===== src/rtl/pc_fetch_ctrl_pkg.sv =====
// pc_fetch_pkg: shared types and helpers for the IF-stage PC controller.
// Holds the FSM state encoding, the next-PC source encoding, the PC width
// and the alignment check used on redirect targets.
package pc_fetch_pkg;

  localparam int PC_W = 32;

  typedef enum logic [1:0] {
    BOOT = 2'd0,
    RUN  = 2'd1,
    ERR  = 2'd2
  } state_e;

  // Which source feeds the next PC, lowest to highest priority.
  typedef enum logic [1:0] {
    SEQ  = 2'd0,
    PEND = 2'd1,
    BR   = 2'd2,
    JMP  = 2'd3
  } redir_src_e;

  // Word-aligned instruction address: low two bits must be zero.
  function automatic logic is_aligned(input logic [PC_W-1:0] addr);
    return (addr & PC_W'(3)) == '0;
  endfunction

endpackage


===== src/rtl/pc_fetch_ctrl_if.sv =====
// pc_fetch_ctrl_if: fetch handshake, PC adder loop, redirect and error
// signals between the PC controller (master) and its surroundings (slave).
interface pc_fetch_ctrl_if;
  import pc_fetch_pkg::*;

  // PC adder loop and instruction-memory request
  logic [PC_W-1:0] PCResult;
  logic [PC_W-1:0] PCAddResult;
  logic            FetchValid;
  logic            FetchReady;

  // Hazard and redirect inputs
  logic            Stall;
  logic            BranchTaken;
  logic [PC_W-1:0] BranchTarget;
  logic            Jump;
  logic [PC_W-1:0] JumpTarget;

  // Error reporting and recovery
  logic            ErrClr;
  logic            MisalignErr;
  logic [PC_W-1:0] ErrAddr;

  modport master (
    input  PCAddResult, FetchReady, Stall, BranchTaken, BranchTarget,
           Jump, JumpTarget, ErrClr,
    output PCResult, FetchValid, MisalignErr, ErrAddr
  );

  modport slave (
    output PCAddResult, FetchReady, Stall, BranchTaken, BranchTarget,
           Jump, JumpTarget, ErrClr,
    input  PCResult, FetchValid, MisalignErr, ErrAddr
  );

endinterface


===== src/rtl/pc_fetch_ctrl_trace_buffer.sv =====
// pc_trace_buffer: circular record of the last DEPTH applied redirect
// targets. Index 0 on the read port is the newest entry; the oldest entry
// is overwritten once the buffer is full. DEPTH must be a power of 2 (>= 2)
// so the write pointer wraps on its own.
module pc_trace_buffer
  import pc_fetch_pkg::*;
#(
  parameter int DEPTH = 4
) (
  input  logic                     clk,
  input  logic                     rst,
  input  logic                     we,
  input  logic [PC_W-1:0]          wdata,
  input  logic [$clog2(DEPTH)-1:0] idx,
  output logic [PC_W-1:0]          rdata,
  output logic [$clog2(DEPTH):0]   count
);

  localparam int AW = $clog2(DEPTH);
  localparam int CW = AW + 1;

  logic [PC_W-1:0] mem [DEPTH];
  logic [AW-1:0]   wr_ptr;
  logic [AW-1:0]   rd_ptr;

  // Write the newest target, advance the pointer, saturate the count
  always_ff @(posedge clk) begin
    if (rst) begin
      // NOTE: the array is tiny and its reads are visible on a port, so it is
      // reset explicitly; a large RAM would normally be left unreset.
      for (int i = 0; i < DEPTH; i++) mem[i] <= '0;
      wr_ptr <= '0;
      count  <= '0;
    end else if (we) begin
      mem[wr_ptr] <= wdata;
      wr_ptr      <= wr_ptr + AW'(1);
      if (count != CW'(DEPTH)) count <= count + CW'(1);
    end
  end

  // Newest entry sits one slot behind the write pointer
  assign rd_ptr = wr_ptr - AW'(1) - idx;
  assign rdata  = mem[rd_ptr];

endmodule


===== src/rtl/pc_fetch_ctrl.sv =====
// pc_fetch_ctrl: program-counter register and next-PC controller at the
// head of the IF stage. Selects Jump > BranchTaken > pending > PC+4, holds
// the PC whenever a fetch is not accepted, parks redirects that arrive
// without an accepted fetch, and stops in ERR on a misaligned redirect.
// Optional feature macro: PC_TRACE_EN adds a redirect trace buffer and the
// TraceIdx/TraceData/TraceCount ports; without it the core is unchanged.
module pc_fetch_ctrl
  import pc_fetch_pkg::*;
#(
  parameter logic [PC_W-1:0] RESET_VECTOR = 32'h0000_0000
`ifdef PC_TRACE_EN
  , parameter int TRACE_DEPTH = 4
`endif
) (
  input  logic                           Clk,
  input  logic                           Reset,
  pc_fetch_ctrl_if.master                bus
`ifdef PC_TRACE_EN
  , input  logic [$clog2(TRACE_DEPTH)-1:0] TraceIdx
  , output logic [PC_W-1:0]                TraceData
  , output logic [$clog2(TRACE_DEPTH):0]   TraceCount
`endif
);

  state_e          state;
  logic [PC_W-1:0] pc_q;
  logic            fetch_valid_q;
  logic            err_q;
  logic [PC_W-1:0] err_addr_q;
  logic            pend_v;
  logic [PC_W-1:0] pend_q;

  logic            adv;
  redir_src_e      sel_src;
  logic [PC_W-1:0] sel_target;
  logic            new_redirect;
  logic            misalign;

  // A fetch is accepted only while a request is up, memory takes it and no stall
  assign adv = fetch_valid_q & bus.FetchReady & ~bus.Stall;

  // Next-PC source select by fixed priority
  always_comb begin
    // NOTE: defaults first so every path assigns both outputs and no latch is inferred.
    sel_src    = SEQ;
    sel_target = bus.PCAddResult;
    if (bus.Jump) begin
      sel_src    = JMP;
      sel_target = bus.JumpTarget;
    end else if (bus.BranchTaken) begin
      sel_src    = BR;
      sel_target = bus.BranchTarget;
    end else if (pend_v) begin
      sel_src    = PEND;
      sel_target = pend_q;
    end
  end

  // Pending targets were checked on capture, so only fresh redirects can misalign
  assign new_redirect = (sel_src == JMP) || (sel_src == BR);
  assign misalign     = new_redirect && !is_aligned(sel_target);

  // FSM, PC register, pending redirect and error capture
  always_ff @(posedge Clk) begin
    if (Reset) begin
      // NOTE: reset is synchronous and checked first, so it overrides every
      // other input; all state uses non-blocking assignments so the block
      // sees only pre-edge values.
      state         <= BOOT;
      pc_q          <= RESET_VECTOR;
      fetch_valid_q <= 1'b0;
      err_q         <= 1'b0;
      err_addr_q    <= '0;
      pend_v        <= 1'b0;
      pend_q        <= '0;
    end else begin
      case (state)
        ERR: begin
          // Redirects are dropped here; only ErrClr restarts fetching.
          if (bus.ErrClr) begin
            state <= BOOT;
            pc_q  <= RESET_VECTOR;
            err_q <= 1'b0;
          end
        end
        default: begin
          if (misalign) begin
            state         <= ERR;
            fetch_valid_q <= 1'b0;
            err_q         <= 1'b1;
            err_addr_q    <= sel_target;
            pend_v        <= 1'b0;
          end else begin
            // BOOT always falls through to RUN after one cycle.
            state         <= RUN;
            fetch_valid_q <= 1'b1;
            if (adv) begin
              pc_q   <= sel_target;
              pend_v <= 1'b0;
            end else if (new_redirect) begin
              // Latest redirect wins; PC stays put until the fetch is taken.
              pend_q <= sel_target;
              pend_v <= 1'b1;
            end
          end
        end
      endcase
    end
  end

  assign bus.PCResult    = pc_q;
  assign bus.FetchValid  = fetch_valid_q;
  assign bus.MisalignErr = err_q;
  assign bus.ErrAddr     = err_addr_q;

`ifdef PC_TRACE_EN
  logic trace_we;

  // Record a target each time a redirect or a parked redirect reaches the PC
  assign trace_we = adv && (sel_src != SEQ) && !misalign;

  pc_trace_buffer #(
    .DEPTH (TRACE_DEPTH)
  ) u_trace (
    .clk   (Clk),
    .rst   (Reset),
    .we    (trace_we),
    .wdata (sel_target),
    .idx   (TraceIdx),
    .rdata (TraceData),
    .count (TraceCount)
  );
`endif

endmodule


===== src/flat_wrapper.sv =====
// flat-port wrapper written by rule: the top's interface ports become plain ports
module pc_fetch_ctrl_flat import pc_fetch_pkg::*;
#(
  parameter logic [PC_W-1:0] RESET_VECTOR = 32'h0000_0000

)
  (Clk, Reset, bus_PCAddResult, bus_FetchReady, bus_Stall, bus_BranchTaken, bus_BranchTarget, bus_Jump, bus_JumpTarget, bus_ErrClr, bus_PCResult, bus_FetchValid, bus_MisalignErr, bus_ErrAddr);
  pc_fetch_ctrl_if bus_i ();
  input  logic Clk;
  input  logic Reset;
  input wire logic [$bits(bus_i.PCAddResult)-1:0] bus_PCAddResult;
  input wire logic [$bits(bus_i.FetchReady)-1:0] bus_FetchReady;
  input wire logic [$bits(bus_i.Stall)-1:0] bus_Stall;
  input wire logic [$bits(bus_i.BranchTaken)-1:0] bus_BranchTaken;
  input wire logic [$bits(bus_i.BranchTarget)-1:0] bus_BranchTarget;
  input wire logic [$bits(bus_i.Jump)-1:0] bus_Jump;
  input wire logic [$bits(bus_i.JumpTarget)-1:0] bus_JumpTarget;
  input wire logic [$bits(bus_i.ErrClr)-1:0] bus_ErrClr;
  output wire logic [$bits(bus_i.PCResult)-1:0] bus_PCResult;
  output wire logic [$bits(bus_i.FetchValid)-1:0] bus_FetchValid;
  output wire logic [$bits(bus_i.MisalignErr)-1:0] bus_MisalignErr;
  output wire logic [$bits(bus_i.ErrAddr)-1:0] bus_ErrAddr;
  assign bus_i.PCAddResult = bus_PCAddResult;
  assign bus_i.FetchReady = bus_FetchReady;
  assign bus_i.Stall = bus_Stall;
  assign bus_i.BranchTaken = bus_BranchTaken;
  assign bus_i.BranchTarget = bus_BranchTarget;
  assign bus_i.Jump = bus_Jump;
  assign bus_i.JumpTarget = bus_JumpTarget;
  assign bus_i.ErrClr = bus_ErrClr;
  assign bus_PCResult = bus_i.PCResult;
  assign bus_FetchValid = bus_i.FetchValid;
  assign bus_MisalignErr = bus_i.MisalignErr;
  assign bus_ErrAddr = bus_i.ErrAddr;
  pc_fetch_ctrl #(.RESET_VECTOR(RESET_VECTOR)) u_core (.Clk(Clk), .Reset(Reset), .bus(bus_i));
endmodule

===== config.mk =====
export PLATFORM = sky130hd
export DESIGN_NAME = pc_fetch_ctrl_flat
export DESIGN_NICKNAME = d
export VERILOG_FILES = /design/src/rtl/pc_fetch_ctrl_pkg.sv /design/src/rtl/pc_fetch_ctrl_if.sv /design/src/rtl/pc_fetch_ctrl_trace_buffer.sv /design/src/rtl/pc_fetch_ctrl.sv /design/src/flat_wrapper.sv
export SDC_FILE = /design/constraint.sdc
export NUM_CORES = 1
export LEC_CHECK = 0
export BUFFER_PORTS_ARGS = -buffer_cell sky130_fd_sc_hd__buf_2
export CORE_UTILIZATION = 45
export DETAILED_ROUTE_END_ITERATION = 12
export PLACE_DENSITY = 0.86
export REMOVE_ABC_BUFFERS = 1
export SYNTH_ARGS = -nofsm -noshare
export SYNTH_HDL_FRONTEND = slang
export SYNTH_SLANG_ARGS = --single-unit

===== constraint.sdc =====
create_clock -name Clk -period 1.4 [get_ports Clk]
set_input_delay 0.07 -clock Clk [delete_from_list [all_inputs] [get_ports Clk]]
set_output_delay 0.07 -clock Clk [all_outputs]
set_load 0.05 [all_outputs]

==> results.toml, run 1 <==
[job]
maxCapViolCount = 0

[timing]
fin_crit_sh_pct = 103
relSlewSlack_pct = 75.2
finClkSkew_ps = 9.05
max_freq_mhz = 695
rsz0062_at_grt = "true"
tns_ps = -843
worst_pin_slew_ps = 372
slew_violations = 0
setup_viol = 40
hold_viol = 0
layout_setup_ws_ps = -38.1
fin_crit_ps = 1440

[layout]
area_growth_pct = 36.9
fill_cells = 776
layout.nets = 755
insertedDiodeCount = 0
drive_gt1_share_pct = 47.2

[power]
clkPwrFrac_pct = 25.9
powerDensity_mw_per_mm2 = 1120
power.leakage_nw = 2.79
swShare_pct = 33.3
comb_power_share_pct = 28.9
switchingPower_mw = 2.41
ir_worst_vdd_uv = 654
p_seq_share_pct = 45.2
p_int_mw = 4.81

[setup_path]
arrival_ps = 1750
rr_worst_depth = 5
slowest_stage = "dfxtp_1"
critical_path.cell_chain = "nor2b_4 > or3_4 > a21oi_4 > buf_12 > a22o_1"
crit_family = "simple AND/OR/NAND/NOR gates"
path_buf_inv = 1
cp.depth = 5
worstPathMaxFanout = 16
worst_setup_path_end_kind = "flop"
slowest_delay_ps = 410
worstPathRequired_ps = 1710
critPathKind = "flop to flop"
setup.worst_path.start_class = "flop"

[floorplanning]
rows = 37
pin_count = 169
die_h_um = 104
coreArea_mm2 = 0.0102
die_area_mm2 = 0.0109
die_w_um = 104
initial_core_util_pct = 46.2

[clock_network]
clockRootBuffer = "clkbuf_8"
clock_path_buffers = 2
h-tree-depth = 3
cts.sinks = 101
cts_tree = "yes"
cts_buffers = 9
clkTransAtPathRegs_ps = 90
insertion_delay_ps = 370

[route]
wl_um = 14700
drc = 0
firstDrtPassIters = 5
wl_per_cell_um = 18.5
drtIter0Drc = 241
ant_nets = 0
vias = 4468
viasPerCell = 5.63

[place]
dp_worst_setup_slack_ps = -128
place.detailed.hpwl_um = 9820
portBuffers = 168
gp_congestion = 0.814

[synth]
syn-mean-instance-area_um2 = 10.2
synth_top_area_cell = "dfxtp_1"
synth_top_area_share_pct = 42.8
syn_inst = 462
synth_ff_type = "dfxtp_1"
syn-cell-area_mm2 = 0.00473
yosysMostFrequentCell = "dfxtp_1"
yosys_warnings = 0
synthDistinctLibCells = 40
synth_seq_area_share_pct = 42.8
ys_seq_elements = 101
synth-async-reset-ratio_pct = 0
synth_edf_count = 0
synth_common_cells = "dfxtp_1 (101), a22o_1 (64), a211oi_1 (34)"
synth_area_leaders = "dfxtp_1 (43%), a22o_1 (12%), mux2i_1 (6.8%)"

[grt]
grt_pass1_vias = 4340
grt_max_degree = 32
overflow = 0
antenna_found_initial = 0
track_usage_pct = 25.0
grt_pass1_wl_um = 21700

[outcome]
status = "complete, but fails checks"
violations = "setup timing"

[min_path]
worst_hold_path.num_cells = 4
hold_path_class = "input pin to flop"
-- worst register-to-register path: cells and delay by family (launching register included) --
kind                   cells  cell delay (ps)
buffers and inverters      1              180
AOI/OAI and AO/OA          2              340
and+or+nand+nor            2              460
DFF                        1              410
-- per-layer routing --
metal,routed length [um],part of all wire (%),GRT usage (%)
met3,975,6.6,5.58
met2,7360,50,42.2
met4,184,1.3,7.55
met5,0,0,0
met1,6180,42,31.6
-- per-stage QoR --
step                      power [mW]  instance area [um^2]  std cells  utilization (%)  hold slack (ps)
after global routing            7.48                  6470        793             63.3              155
after global placement          5.10                  5890        758             57.6              356
final                           7.22                  6470        793             63.3              145
after floorplan                 4.43                  4460        420                -              135
after CTS                       7.00                  6160        777             60.3              128
after detailed placement        5.16                  5890        758             57.6              386
-- flip-flops by register name (all words and copies together), names as in the netlist --
name / cells
u_core.bus.FetchValid: 1
u_core.state: 2
u_core.bus.MisalignErr: 1
u_core.pend_v: 1
u_core.bus.PCResult: 32
u_core.bus.ErrAddr: 32
u_core.pend_q: 32
-- placed cells by master, fill, tap and decap left out, types with 4 or more instances in the layout --
cell type and instances:
nand2_1 5, inv_1 32, a211oi_1 25, a211oi_2 33
buf_4 31, dfxtp_1 98, buf_12 12, a22o_1 64
nor3b_1 30, nor2b_1 30, a21oi_1 4, buf_2 168
clkbuf_8 10, nor3_2 9, mux2i_1 20, mux2i_2 11
nor3_1 22, buf_6 6
-- timing repair --
action | in CTS | in global routing
setup endpoints to repair | 53 | 90
gates cloned | 0 | 2
pin swaps | 7 | 74
resized for setup | 11 | 35
buffers inserted | 2 | 16
hold buffers | 1 | 0
hold endpoints to repair | 1 | 0
-- worst paths after layout --
kind | startpoint | end | slack (ps)
setup / recovery | u_core.state[0] | u_core.bus.PCResult[16] | -40
hold / removal | bus_BranchTarget[0] | u_core.bus.ErrAddr[1] | 150
setup reg to reg | u_core.state[0] | u_core.bus.PCResult[16] | -40
hold reg to reg | u_core.pend_q[18] | u_core.pend_q[18] | 470
-- power groups by stage --
| stage | logic, mW | registers, mW | clock network, mW |
|---|---|---|---|
| finish | 2.09 | 3.26 | 1.87 |
| CTS | 1.90 | 3.24 | 1.86 |
| detailed placement | 1.85 | 3.31 | 0 |
| floorplan | 0.707 | 3.72 | 0 |
| global route | 2.20 | 3.29 | 2.00 |
| global placement | 1.80 | 3.29 | 0 |
-- final cells by class --
type	instances	area [um^2]	area share [%]
clock buffers	12	145	2.24
clock inverters	4	47.5	0.735
inverters	32	120	1.86
multi-input cells	287	2500	38.7
flip-flops and latches	101	2030	31.3
well taps	136	170	2.63
repair buffers	221	1460	22.5
-- kinds of logic after synthesis --
| kind of cell | count (synthesis) | share of synthesized area (%) |
|---|---|---|
| buffers and inverters | 74 | 8.10 |
| DFF | 101 | 42.8 |
| AOI/OAI and AO/OA | 141 | 26.9 |
| muxes | 33 | 7.01 |
| and+or+nand+nor | 113 | 15.2 |
(Power assumes the default switching activity.)
==> inputs of run 2 (changes only) <==
CORE_UTILIZATION = 44   (was 45)
PLACE_DENSITY = 0.76   (was 0.86)
SYNTH_HIERARCHICAL = 1   (was not set)
==> results.toml, run 2 <==
[route]
ant_nets = 0
firstDrtPassIters = 6
wl_um = 15800
drtIter0Drc = 362
viasPerCell = 5.73
wl_per_cell_um = 18.7
drc = 0
vias = 4846

[outcome]
status = "complete, but fails checks"
violations = "setup timing"

[power]
powerDensity_mw_per_mm2 = 1100
power.leakage_nw = 3.24
ir_worst_vdd_uv = 513

[synth]
synth_top_area_cell = "dfxtp_1"
yosysMostFrequentCell = "dfxtp_1"
syn_inst = 475
synthMuxAreaShare_pct = 7.22
synth_ff_type = "dfxtp_1"
ys_seq_elements = 101
yosys.area_share.simple_pct = 11.4
synthDistinctLibCells = 38
yosys_warnings = 6
synth_seq_area_share_pct = 45.4
synth_area_leaders = "dfxtp_1 (45%), a22o_1 (12%), mux2i_1 (7.0%)"
synth_common_cells = "dfxtp_1 (101), nor3_1 (62), a22o_1 (60)"
syn-cell-area_mm2 = 0.00446
synth_compound_area_share_pct = 26.0
synth_top_area_share_pct = 45.4
synth_xor_area_share_pct = 0
syn-mean-instance-area_um2 = 9.38
synth-adder-area-share_pct = 0
synth-async-reset-ratio_pct = 0
synth_top_family_by_area = "compound AO/OA/AOI/OAI gates"
synth_edf_count = 0

[grt]
grt_max_degree = 31
track_usage_pct = 28.2
antenna_found_initial = 0
grt_pass1_wl_um = 22700
grt_pass1_vias = 4445
overflow = 0

[setup_path]
worstPathMaxFanout = 8
critPathKind = "flop to flop"
critical_path.cell_chain = "clkbuf_16 > mux2i_1 > a222oi_1 > buf_4 > nor3_2 > nor3_1"
slowest_delay_ps = 390
arrival_ps = 1800
slowest_stage = "dfxtp_4"
worstPathRequired_ps = 1700
worst_setup_path_end_kind = "flop"
path_buf_inv = 2
crit_family = "flip-flops"
setup.worst_path.start_class = "flop"

[timing]
hold_viol = 0
tns_ps = -3600
max_freq_mhz = 665
fin_crit_ps = 1500
finClkSkew_ps = 11.8
setup_viol = 90
fin_crit_sh_pct = 107
relSlewSlack_pct = 72.1
rsz0062_at_grt = "true"
layout_setup_ws_ps = -103
slew_violations = 0
worst_pin_slew_ps = 418

[clock_network]
clockRootBuffer = "clkbuf_8"
cts_tree = "yes"
cts_buffers = 9
clock_path_buffers = 2
h-tree-depth = 3
insertion_delay_ps = 370
cts.sinks = 101
clkTransAtPathRegs_ps = 110

[layout]
layout.nets = 811
insertedDiodeCount = 0
seqCellArea_mm2 = 0.00203
layout_commonest_cell = "buf_2"
utilization_pct = 69.8
final_cell_mix = "buf_2 (168), dfxtp_1 (97), a22o_1 (60)"
area_growth_pct = 53.1
multiInputGateArea_mm2 = 0.00226
drive_gt1_share_pct = 47.0
fill_cells = 757

[floorplanning]
pin_count = 169
coreArea_mm2 = 0.00977
rows = 36
die_area_mm2 = 0.0105
initial_core_util_pct = 45.6
die_w_um = 103
die_h_um = 103

[job]
maxCapViolCount = 0

[min_path]
hold_path_class = "input pin to flop"

[place]
portBuffers = 168
gp_congestion = 0.880
place.detailed.hpwl_um = 9820
## run 2: cell types whose count changed in the layout (fill, tap and decap cells not counted), moves of 10 or more
cell	previous run	this run
inv_1	32	56
nor2b_1	30	1
buf_6	6	21
a222oi_1	0	27
buf_4	31	57
nor3_1	22	43
a21oi_1	4	31
a211oi_1	25	1
nor3_2	9	19
nor3b_1	30	3
a211oi_2	33	0
## run 2: tightest hold or removal path, delay by kind of cell
family	cells	cell delay [ps]
simple gates	2	210
buf+inv	2	140
compound gates	1	70
## run 2: cells by family after synthesis
group	after synthesis
mux	32
compound gates	145
flops	101
simple gates	95
buf+inv	102
## run 2: path summary, 6_finish.rpt
path	startpoint	endpoint	slack, ps	cells past startpoint
worst max-delay path	u_core/pend_v	u_core/pend_q[15]	-100	6
worst min-delay path	bus_BranchTarget[18]	u_core/pend_q[18]	160	5
worst max register to register	u_core/pend_v	u_core/pend_q[15]	-100	6
worst min register to register	u_core/bus.MisalignErr	u_core/bus.MisalignErr	480	2
## run 2: report_power, final
part,switching (mW),leakage [nW],internal [mW],total [mW]
clock,1.12,0.106,0.874,2.00
combinational,1.28,2.31,1.00,2.28
sequential,0.145,0.829,3.09,3.24
## run 2: final cells by class
type	instances	share of cell area [%]
Multi-Input combinational cell	273	33.1
Sequential cell	101	29.7
Timing Repair Buffer	267	28.5
Inverter	56	3.08
Tap cell	133	2.44
Clock buffer	9	1.82
Clock inverter	7	1.34
## run 2: what timing repair did
action | CTS | global route
endpoints found under the setup margin | 97 | 96
buffers inserted | 11 | 10
resized for setup | 40 | 41
hold buffers | 1 | 0
hold endpoints to repair | 1 | 0
gates cloned | 4 | 6
pin swaps | 27 | 50
## run 2: layer usage
| layer | GRT usage, % | vias to the layer above | share of wire, % |
|---|---|---|---|
| met5 | 0 | - | 0 |
| met4 | 8.68 | 0 | 2.2 |
| met3 | 4.68 | 30 | 8.3 |
| met2 | 49.1 | 258 | 49 |
| met1 | 35.5 | 2336 | 41 |
| li1 | - | 2222 | - |
## run 2: through the flow
| step | hold slack [ps] | cell area [um^2] | setup WS (ps) | power [mW] | instances |
|---|---|---|---|---|---|
| floorplan | 139 | 4220 | -1530 | 4.32 | 429 |
| global placement | 372 | 5920 | -639 | 5.11 | 800 |
| detailed placement | 378 | 5920 | -739 | 5.17 | 800 |
| CTS | 138 | 6440 | -63.2 | 7.30 | 832 |
| global route | 178 | 6820 | -167 | 7.79 | 846 |
| finish | 156 | 6820 | -103 | 7.52 | 846 |
==> inputs of run 3 (changes only) <==
CTS_BUF_LIST = sky130_fd_sc_hd__clkbuf_16   (was not set)
PLACE_DENSITY = not set   (was 0.76)
PLACE_DENSITY_LB_ADDON = 0.15   (was not set)
==> results.toml, run 3 (synthesis gave the netlist of run 2 again) <==
[setup_path]
worstPathRequired_ps = 1640
slowest_stage = "a2111oi_4"
arrival_ps = 1800
path_buf_inv = 2
crit_family = "compound AO/OA/AOI/OAI gates"
critPathKind = "flop to flop"
critical_path.cell_chain = "nor2b_4 > buf_6 > a2111oi_4 > nor3b_4 > buf_12 > a22o_1"
slowest_delay_ps = 370
worst_setup_path_end_kind = "flop"
worstPathMaxFanout = 18
setup.worst_path.start_class = "flop"

[floorplanning]
pin_count = 169
coreArea_mm2 = 0.00977
rows = 36
initial_core_util_pct = 45.6
die_h_um = 103
die_area_mm2 = 0.0105
die_w_um = 103

[timing]
setup_viol = 92
worst_pin_slew_ps = 455
finClkSkew_ps = 13.4
hold_ws_ps = 44.7
max_freq_mhz = 639
fin_crit_sh_pct = 112
fin_crit_ps = 1560
layout_setup_ws_ps = -165
slew_violations = 0
tns_ps = -6470
relSlewSlack_pct = 69.7
hold_viol = 0
rsz0062_at_grt = "true"

[place]
postPlaceCellArea_mm2 = 0.00600
portBuffers = 168
gp_congestion = 0.883
place_inst = 810
dp_worst_setup_slack_ps = -142
place.detailed.hpwl_um = 9970

[power]
p_seq_share_pct = 39.7
comb_power_share_pct = 27.6
powerDensity_mw_per_mm2 = 1180
p_int_mw = 5.52
power.leakage_nw = 3.28
finalPower_mw = 8.18
switchingPower_mw = 2.66
clkPwrFrac_pct = 32.7
swShare_pct = 32.5
ir_worst_vdd_uv = 879

[layout]
stdcell_area_mm2 = 0.00695
layout_commonest_cell = "buf_2"
utilization_pct = 71.1
final_cell_count_no_fill = 848
insertedDiodeCount = 0
layout.nets = 813
drive_gt1_share_pct = 49.4
final_cell_mix = "buf_2 (168), dfxtp_1 (97), buf_4 (68)"
area_growth_pct = 55.8

[clock_network]
clkTransAtPathRegs_ps = 70
cts_tree = "yes"
cts_buffers = 9
h-tree-depth = 3
clock_path_buffers = 2
clockRootBuffer = "clkbuf_16"
cts.sinks = 101
insertion_delay_ps = 350

[outcome]
status = "complete, but fails checks"
violations = "setup timing"

[grt]
track_usage_pct = 27.2
grt_pass1_wl_um = 22100
gr-usage-met2_pct = 46.7
busiest_layer = "met2"
grt_pass1_vias = 4436
overflow = 0
grt_max_degree = 24
antenna_found_initial = 0
grt_util_met1_pct = 35.0
use_met3_pct = 3.80

[route]
ant_nets = 0
vias = 4771
wl_per_cell_um = 18.1
firstDrtPassIters = 5
viasPerCell = 5.63
drtIter0Drc = 302
wl_um = 15400
drc = 0

[min_path]
hold_path_class = "input pin to flop"

[job]
maxCapViolCount = 0
==> run 3: cell types whose count changed in the layout (fill, tap and decap cells not counted), sizes merged <==
| cell | previous run | this run |
|---|---|---|
| clkinv | 1 | 4 |
| nor3b | 5 | 4 |
| dlygate4sd3 | 1 | 0 |
| inv | 60 | 57 |
| buf | 260 | 267 |
| clkbuf | 15 | 12 |
==> run 3: metal layers <==
layer | vias up | wire (um)
met5 | - | 0
met4 | 0 | 296
met3 | 25 | 1080
met2 | 204 | 7560
met1 | 2307 | 6430
li1 | 2235 | -
==> run 3: worst reg2reg max path: stages, from the launching register on <==
cell	delay, ps
dfxtp_2	320
nor2b_4	130
buf_6	120
a2111oi_4	370
nor3b_4	100
buf_12	180
a22o_1	240
==> run 3: path summary, 6_finish.rpt <==
check,from,cells after the start,slack [ps],to
worst max-delay path,u_core/state[1],6,-160,u_core/bus.PCResult[30]
worst max register to register,u_core/state[1],6,-160,u_core/bus.PCResult[30]
worst min-delay path,bus_ErrClr,3,40,u_core/state[1]
worst min register to register,u_core/bus.MisalignErr,2,460,u_core/bus.MisalignErr
==> run 3: what timing repair did <==
| action | 4_1_cts | 5_1_grt |
|---|---|---|
| setup endpoints to repair | 95 | 96 |
| buffers inserted | 5 | 14 |
| pin swaps | 11 | 53 |
| cloned | 2 | 3 |
| gates resized for setup | 20 | 76 |
| hold buffers | 0 | 0 |
==> run 3: area by class of cell <==
cell class                 instances  area (um^2)
multi-input combinational        272         2330
inverter                          56          210
timing repair buffer             270         1880
fill                             744         2830
clock buffer                       9          225
sequential                       101         2030
tap                              133          166
clock inverter                     7          106
==> run 3: power groups by stage <==
stage,Clock [mW],Combinational [mW],Sequential [mW]
final,2.67,2.26,3.24
after global routing,2.83,2.40,3.27
after CTS,2.70,1.98,3.22
after detailed placement,0,1.90,3.28
after global placement,0,1.88,3.28
after floorplan,0,0.665,3.66
